--- src/rtl/phase_reconstructor_ng.sv ---
// N-phase stream reconstructor: measured samples pass through a one-deep output register and
// the unmeasured phase is injected once per frame as SUM_TARGET minus the frame sum.
module phase_reconstructor_ng #(
  parameter int unsigned N_PHASES        = 6,
  parameter int unsigned MISSING_PHASE   = 5,
  parameter int unsigned DATA_PATH_WIDTH = 16,
  parameter int unsigned DEST_WIDTH      = 8,
  parameter bit          SIGNED_MODE     = 1'b0,
  parameter int          SUM_TARGET      = 196605
) (
  input  logic                       clock,
  input  logic                       reset,
  input  logic                       enable,
  input  logic [DATA_PATH_WIDTH-1:0] phases_in_data,
  input  logic [DEST_WIDTH-1:0]      phases_in_dest,
  input  logic                       phases_in_valid,
  output logic                       phases_in_ready,
  output logic [DATA_PATH_WIDTH-1:0] phases_out_data,
  output logic [DEST_WIDTH-1:0]      phases_out_dest,
  output logic                       phases_out_valid,
  input  logic                       phases_out_ready,
  output logic                       frame_error,
  output logic                       saturated
);

  localparam int unsigned W  = DATA_PATH_WIDTH;
  localparam int unsigned AW = W + $clog2(N_PHASES) + 2;
  localparam int unsigned RW = AW + 1;

  localparam logic [N_PHASES-1:0]   FullMask    = ~(N_PHASES'(1) << MISSING_PHASE);
  localparam logic [DEST_WIDTH-1:0] DestLimit   = DEST_WIDTH'(N_PHASES);
  localparam logic [DEST_WIDTH-1:0] DestMissing = DEST_WIDTH'(MISSING_PHASE);

  localparam logic signed [RW-1:0] Target  = RW'(SUM_TARGET);
  localparam logic signed [RW-1:0] LoBound = SIGNED_MODE ?
      {{(RW-W+1){1'b1}}, {(W-1){1'b0}}} : '0;
  localparam logic signed [RW-1:0] HiBound = SIGNED_MODE ?
      {{(RW-W+1){1'b0}}, {(W-1){1'b1}}} : {{(RW-W){1'b0}}, {W{1'b1}}};
  localparam logic [W-1:0] LoData = SIGNED_MODE ? {1'b1, {(W-1){1'b0}}} : '0;
  localparam logic [W-1:0] HiData = SIGNED_MODE ? {1'b0, {(W-1){1'b1}}} : '1;

  typedef enum logic [0:0] {StCollect, StEmit} state_e;

  state_e                 state_q, state_d;
  logic signed [AW-1:0]   acc_q, acc_d;
  logic [N_PHASES-1:0]    bitmap_q, bitmap_d;
  logic                   out_valid_q, out_valid_d;
  logic [W-1:0]           out_data_q, out_data_d;
  logic [DEST_WIDTH-1:0]  out_dest_q, out_dest_d;
  logic                   frame_error_q, frame_error_d;
  logic                   saturated_q, saturated_d;

  logic                   out_free;
  logic                   in_fire;
  logic signed [AW-1:0]   sample_ext;
  logic [N_PHASES-1:0]    dest_bit;
  logic                   dest_illegal;
  logic                   dest_dup;
  logic signed [RW-1:0]   recon_raw;
  logic [W-1:0]           recon_data;
  logic                   recon_sat;

  assign out_free        = ~out_valid_q | phases_out_ready;
  assign phases_in_ready = ~reset & out_free & (state_q == StCollect);
  assign in_fire         = phases_in_valid & phases_in_ready;

  assign sample_ext = SIGNED_MODE ? {{(AW-W){phases_in_data[W-1]}}, phases_in_data}
                                  : {{(AW-W){1'b0}}, phases_in_data};

  // Out-of-range dests shift the single bit off the end, so they never touch the bitmap.
  assign dest_bit     = N_PHASES'(1) << phases_in_dest;
  assign dest_illegal = (phases_in_dest >= DestLimit) || (phases_in_dest == DestMissing);
  assign dest_dup     = |(bitmap_q & dest_bit);

  always_comb begin
    recon_raw  = Target - {acc_q[AW-1], acc_q};
    recon_data = recon_raw[W-1:0];
    recon_sat  = 1'b0;
    if (recon_raw < LoBound) begin
      recon_data = LoData;
      recon_sat  = 1'b1;
    end else if (recon_raw > HiBound) begin
      recon_data = HiData;
      recon_sat  = 1'b1;
    end
  end

  always_comb begin
    state_d       = state_q;
    acc_d         = acc_q;
    bitmap_d      = bitmap_q;
    out_valid_d   = out_valid_q & ~phases_out_ready;
    out_data_d    = out_data_q;
    out_dest_d    = out_dest_q;
    frame_error_d = 1'b0;
    saturated_d   = 1'b0;

    case (state_q)
      StCollect: begin
        // Bypass holds the frame state clear, so re-enabling always starts a fresh frame.
        if (!enable) begin
          acc_d    = '0;
          bitmap_d = '0;
        end
        if (in_fire) begin
          out_valid_d = 1'b1;
          out_data_d  = phases_in_data;
          out_dest_d  = phases_in_dest;
          if (enable) begin
            if (dest_illegal) begin
              frame_error_d = 1'b1;
            end else if (dest_dup) begin
              frame_error_d = 1'b1;
              acc_d         = sample_ext;
              bitmap_d      = dest_bit;
            end else begin
              acc_d    = acc_q + sample_ext;
              bitmap_d = bitmap_q | dest_bit;
            end
            if (bitmap_d == FullMask) begin
              state_d = StEmit;
            end
          end
        end
      end
      StEmit: begin
        // Completes regardless of enable so a frame already collected is never lost.
        if (out_free) begin
          out_valid_d = 1'b1;
          out_data_d  = recon_data;
          out_dest_d  = DestMissing;
          saturated_d = recon_sat;
          acc_d       = '0;
          bitmap_d    = '0;
          state_d     = StCollect;
        end
      end
      default: state_d = StCollect;
    endcase
  end

  always_ff @(posedge clock or posedge reset) begin
    if (reset) begin
      state_q       <= StCollect;
      acc_q         <= '0;
      bitmap_q      <= '0;
      out_valid_q   <= 1'b0;
      out_data_q    <= '0;
      out_dest_q    <= '0;
      frame_error_q <= 1'b0;
      saturated_q   <= 1'b0;
    end else begin
      state_q       <= state_d;
      acc_q         <= acc_d;
      bitmap_q      <= bitmap_d;
      out_valid_q   <= out_valid_d;
      out_data_q    <= out_data_d;
      out_dest_q    <= out_dest_d;
      frame_error_q <= frame_error_d;
      saturated_q   <= saturated_d;
    end
  end

  assign phases_out_valid = out_valid_q;
  assign phases_out_data  = out_data_q;
  assign phases_out_dest  = out_dest_q;
  assign frame_error      = frame_error_q;
  assign saturated        = saturated_q;

endmodule

--- config.mk ---
export PLATFORM = sky130hd
export DESIGN_NAME = phase_reconstructor_ng
export DESIGN_NICKNAME = d
export VERILOG_FILES = /design/src/rtl/phase_reconstructor_ng.sv
export SDC_FILE = /design/constraint.sdc
export NUM_CORES = 1
export LEC_CHECK = 0
export BUFFER_PORTS_ARGS = -buffer_cell sky130_fd_sc_hd__buf_4
export CORE_MARGIN = 1.5
export CORE_UTILIZATION = 52
export CTS_CLUSTER_DIAMETER = 40
export DETAILED_ROUTE_END_ITERATION = 12
export GPL_TIMING_DRIVEN = 0
export PLACE_DENSITY = 0.8
export SLEW_MARGIN = 20
export SYNTH_ARGS = -nofsm -noshare
export SYNTH_HDL_FRONTEND = slang
export SYNTH_SLANG_ARGS = --single-unit
--- constraint.sdc ---
create_clock -name clock -period 2.45 [get_ports clock]
set_input_delay 0.245 -clock clock [delete_from_list [all_inputs] [get_ports clock]]
set_output_delay 0.245 -clock clock [all_outputs]
set_load 0.1 [all_outputs]
==> reports/metrics.cfg <==
[power]
power_w=0.002437
intPower_w=0.001379
p_comb_share_pct=36.9
p_sw_share_pct=43.41
power_switching_w=0.001058
p_leak_nw=1.944
p_seq_share_pct=41.5
p_per_area_nw_per_um2=523.2
ir_worst_vdd_mv=0.2656
pwr-share-clk_pct=21.6

[outcome]
status=finished with violations
violations=negative setup slack

[critical_path]
reg2regPathDepth=9
start_kind=register
crit_slowest_cell=a221o_2
worstPathArrival_ns=2.84
crit_chain=ha_2 > fa_2 > a211oi_2 > o21bai_2 > o41ai_4 > o31ai_4 > a221o_2 > nand2b_1 > a31oi_1
path_max_fanout=6
worst-path-buf-inv=0
cp_top_family=compound AO/OA/AOI/OAI gates
path_class=reg -> reg
crit_cells=9
max_stage_delay_ns=0.43
critPathRequiredTime_ns=2.70
end_kind=register

[placement]
dpl.hpwl_um=8397
place_ws_ns=-0.3775
dpl.cell_count=611
placed_cell_area_um2=4425
gp_congestion=0.9980
port_buffers=54

[timing]
skew_ns=0.005364
fin_ws_ns=-0.1400
rsz0062_at_grt=yes
tightest_slew_ns=0.7541
period_share_pct=105.7
final_hold_viol_count=0
finalMaxSlewViolations=0
timing.fmax_mhz=386.1
slew_headroom_pct=49.27
min_period_ns=2.590
finalSetupViolCount=4

[layout]
area_growth_pct=20.45
drive_gt1_share_pct=21.61
n_antenna_cell=0
fillers=626
nets=569
final_cell_area_um2=4658
fin_cells=622

[floorplan]
die_w_um=89.24
initial_core_util_pct=53.61
rows=31
dieArea_um2=7964
coreArea_um2=7214
num_io_pins=57
fp.dieH_um=89.24

[cts]
cts_made_buffers=5
cts_hold_buf=0
cts_sinks=55
ctsLongestPathBuffers=2
cts_root_buffer=clkbuf_8
clk_pin_slew_worst_paths_ns=0.10
htreeDepth=2
clkLatencyLatePin_ns=0.32
cts_tree=done

[synthesis]
synth-adder-area-share_pct=6.017
syn_nets=505
synth-xor-area-share_pct=5.888
avgSynthCellArea_um2=8.444
synth-compound-area-share_pct=25.82
synth-async-reset-ratio_pct=100.0
syn-cell-area_um2=3867
synth_edf_count=0
synth_area_leader_cell=dfrtp_1
synthFlopType=dfrtp_1
synthMuxAreaShare_pct=1.326
synth.distinct_cells=65
ys_top_cells_by_area=dfrtp_1 (36%), o21ai_0 (5.8%), ha_1 (5.5%), nand2_1 (4.9%), nor2_1 (4.1%)
synth_warnings=0
ys_ff_latch=55
synthCells=458
synth_top_family_by_area=compound AO/OA/AOI/OAI gates
synth_top_cell_area_share_pct=35.59
synthSimpleGateAreaFrac_pct=21.26
seq_area_frac_synth_pct=35.59

[grt]
grt_pass1_wl_um=18330
grt_pass1_vias=3692
grt_start_max_net_pins=56
track_usage_pct=29.98
grt_remaining_overflow=0
antenna_found_initial=0

[drt]
drc=0
routedWlPerCell_um=18.24
vias=3892
first_iter_violations=363
final_antenna_net_count=0
vias_per_cell=6.257
first_pass_iters=5
drt-total-wl_um=11350

[min_path]
hold_path_class=in -> async

[run]
drv_cap=0

## registers in the layout, summed over array words and instances (netlist names)
name,cells
frame_error,1
phases_out_valid,1
phases_out_dest,8
acc_q,21
bitmap_q,6
phases_out_data,16
saturated,1
state_q,1
## worst reg2reg max path, stage by stage (launching register included)
cell and delay [ns]:
dfrtp_1 0.40, ha_2 0.19, fa_2 0.36, a211oi_2 0.22
o21bai_2 0.14, o41ai_4 0.33, o31ai_4 0.10, a221o_2 0.43
nand2b_1 0.17, a31oi_1 0.19
## placed cells by master (no fill, tap or decap), types with 10 or more instances in the layout
cell / n
o21ai_0: 43
nor2_1: 42
clkbuf_1: 11
xor2_1: 16
dfrtp_1: 52
nand2_1: 51
nor3_1: 17
ha_1: 12
xnor2_1: 10
nand3_1: 15
buf_4: 58
a211oi_1: 13
a21oi_1: 30
## synth_stat cells (2+ instances only)
cell type	n
a21oi_1	30
a21o_1	6
o21bai_1	2
o31ai_1	3
a211oi_1	16
a32oi_1	7
mux2i_1	4
a221o_1	2
nand3_1	16
xor2_1	16
ha_1	17
or3_1	2
xnor2_1	10
o21ai_1	4
and4_1	3
a21boi_0	3
nand2b_1	3
and2_1	3
o211ai_1	7
nor2b_1	2
a22o_1	4
a31oi_1	6
o21ai_0	45
nand2_1	51
o22ai_1	4
and2b_2	2
or4_1	2
buf_6	3
a22oi_1	3
nor3_1	19
nand3b_1	2
and3_1	3
nand4_1	5
nor3b_1	2
nor2_1	42
nor4_1	2
a31o_2	2
dfrtp_1	55
clkbuf_1	14
inv_1	9
buf_2	3
## logic make-up (layout without fill, tap and decap cells)
kind of cell               after synthesis  in the layout
muxes                                    5              5
AOI/OAI and AO/OA                      156            156
DFF                                     55             55
adders and majority gates               18             18
xor gates and xnor gates                26             26
buffers and inverters                   31             96
and+or+nand+nor                        167            167
## layer usage
metal	track usage, %	vias up	routed length, um	share of wire, %
li1	-	1822	-	-
met1	40.74	1876	4938	44
met2	50.85	172	5529	49
met3	2.308	22	648	5.7
met4	9.650	0	229	2.0
met5	0	-	0	0
## area by class of cell
class / count / area, um^2 / share of cell area, %
Buffer: 20 / 121.4 / 2.605
Multi-Input combinational cell: 372 / 2467 / 52.97
Clock buffer: 6 / 72.57 / 1.558
Tap cell: 99 / 123.9 / 2.659
Inverter: 10 / 40.04 / 0.8595
Timing Repair Buffer: 58 / 435.4 / 9.347
Sequential cell: 55 / 1380 / 29.63
Clock inverter: 2 / 17.52 / 0.3760
## stage by stage
step / utilization (%) / TNS, ns / hold WS [ns]
4_1_cts: 63.84 / -0.4182 / 0.09774
3_5_place_dp: 61.34 / -3.076 / 0.4414
6_report: 64.57 / -0.4692 / 0.05487
2_1_floorplan: - / 0 / 0.3618
5_1_grt: 64.57 / -0.9061 / 0.1273
3_3_place_gp: 61.31 / -2.510 / 0.4598
## path summary, 6_finish.rpt
path                                         start                 end  slack [ns]
worst min register to register  phases_out_data[2]  phases_out_data[2]        0.53
worst max-delay path                      acc_q[0]           acc_q[16]       -0.14
min in group clock               phases_in_dest[6]  phases_out_dest[6]        0.13
max in group asynchronous                    reset            acc_q[8]        1.91
worst max register to register            acc_q[0]           acc_q[16]       -0.14
worst min-delay path                         reset  phases_out_dest[0]        0.05
## power groups by stage
| stage | Clock (W) | Sequential, W | Combinational [W] |
|---|---|---|---|
| floorplan | 0 | 0.00151 | 0.000187 |
| CTS | 0.000531 | 0.00101 | 0.000897 |
| global placement | 0 | 0.00103 | 0.000883 |
| finish | 0.000527 | 0.00101 | 0.000900 |
| global route | 0.000558 | 0.00102 | 0.000945 |
| detailed placement | 0 | 0.00103 | 0.000891 |
## timing repair
item / 4_1_cts / 5_1_grt
setup buffers: 3 / 1
hold endpoints to repair: 0 / 0
resized for setup: 13 / 19
pin swaps: 1 / 4
setup endpoints to repair: 18 / 27
Note: power is estimated with default switching activity, not from simulation.
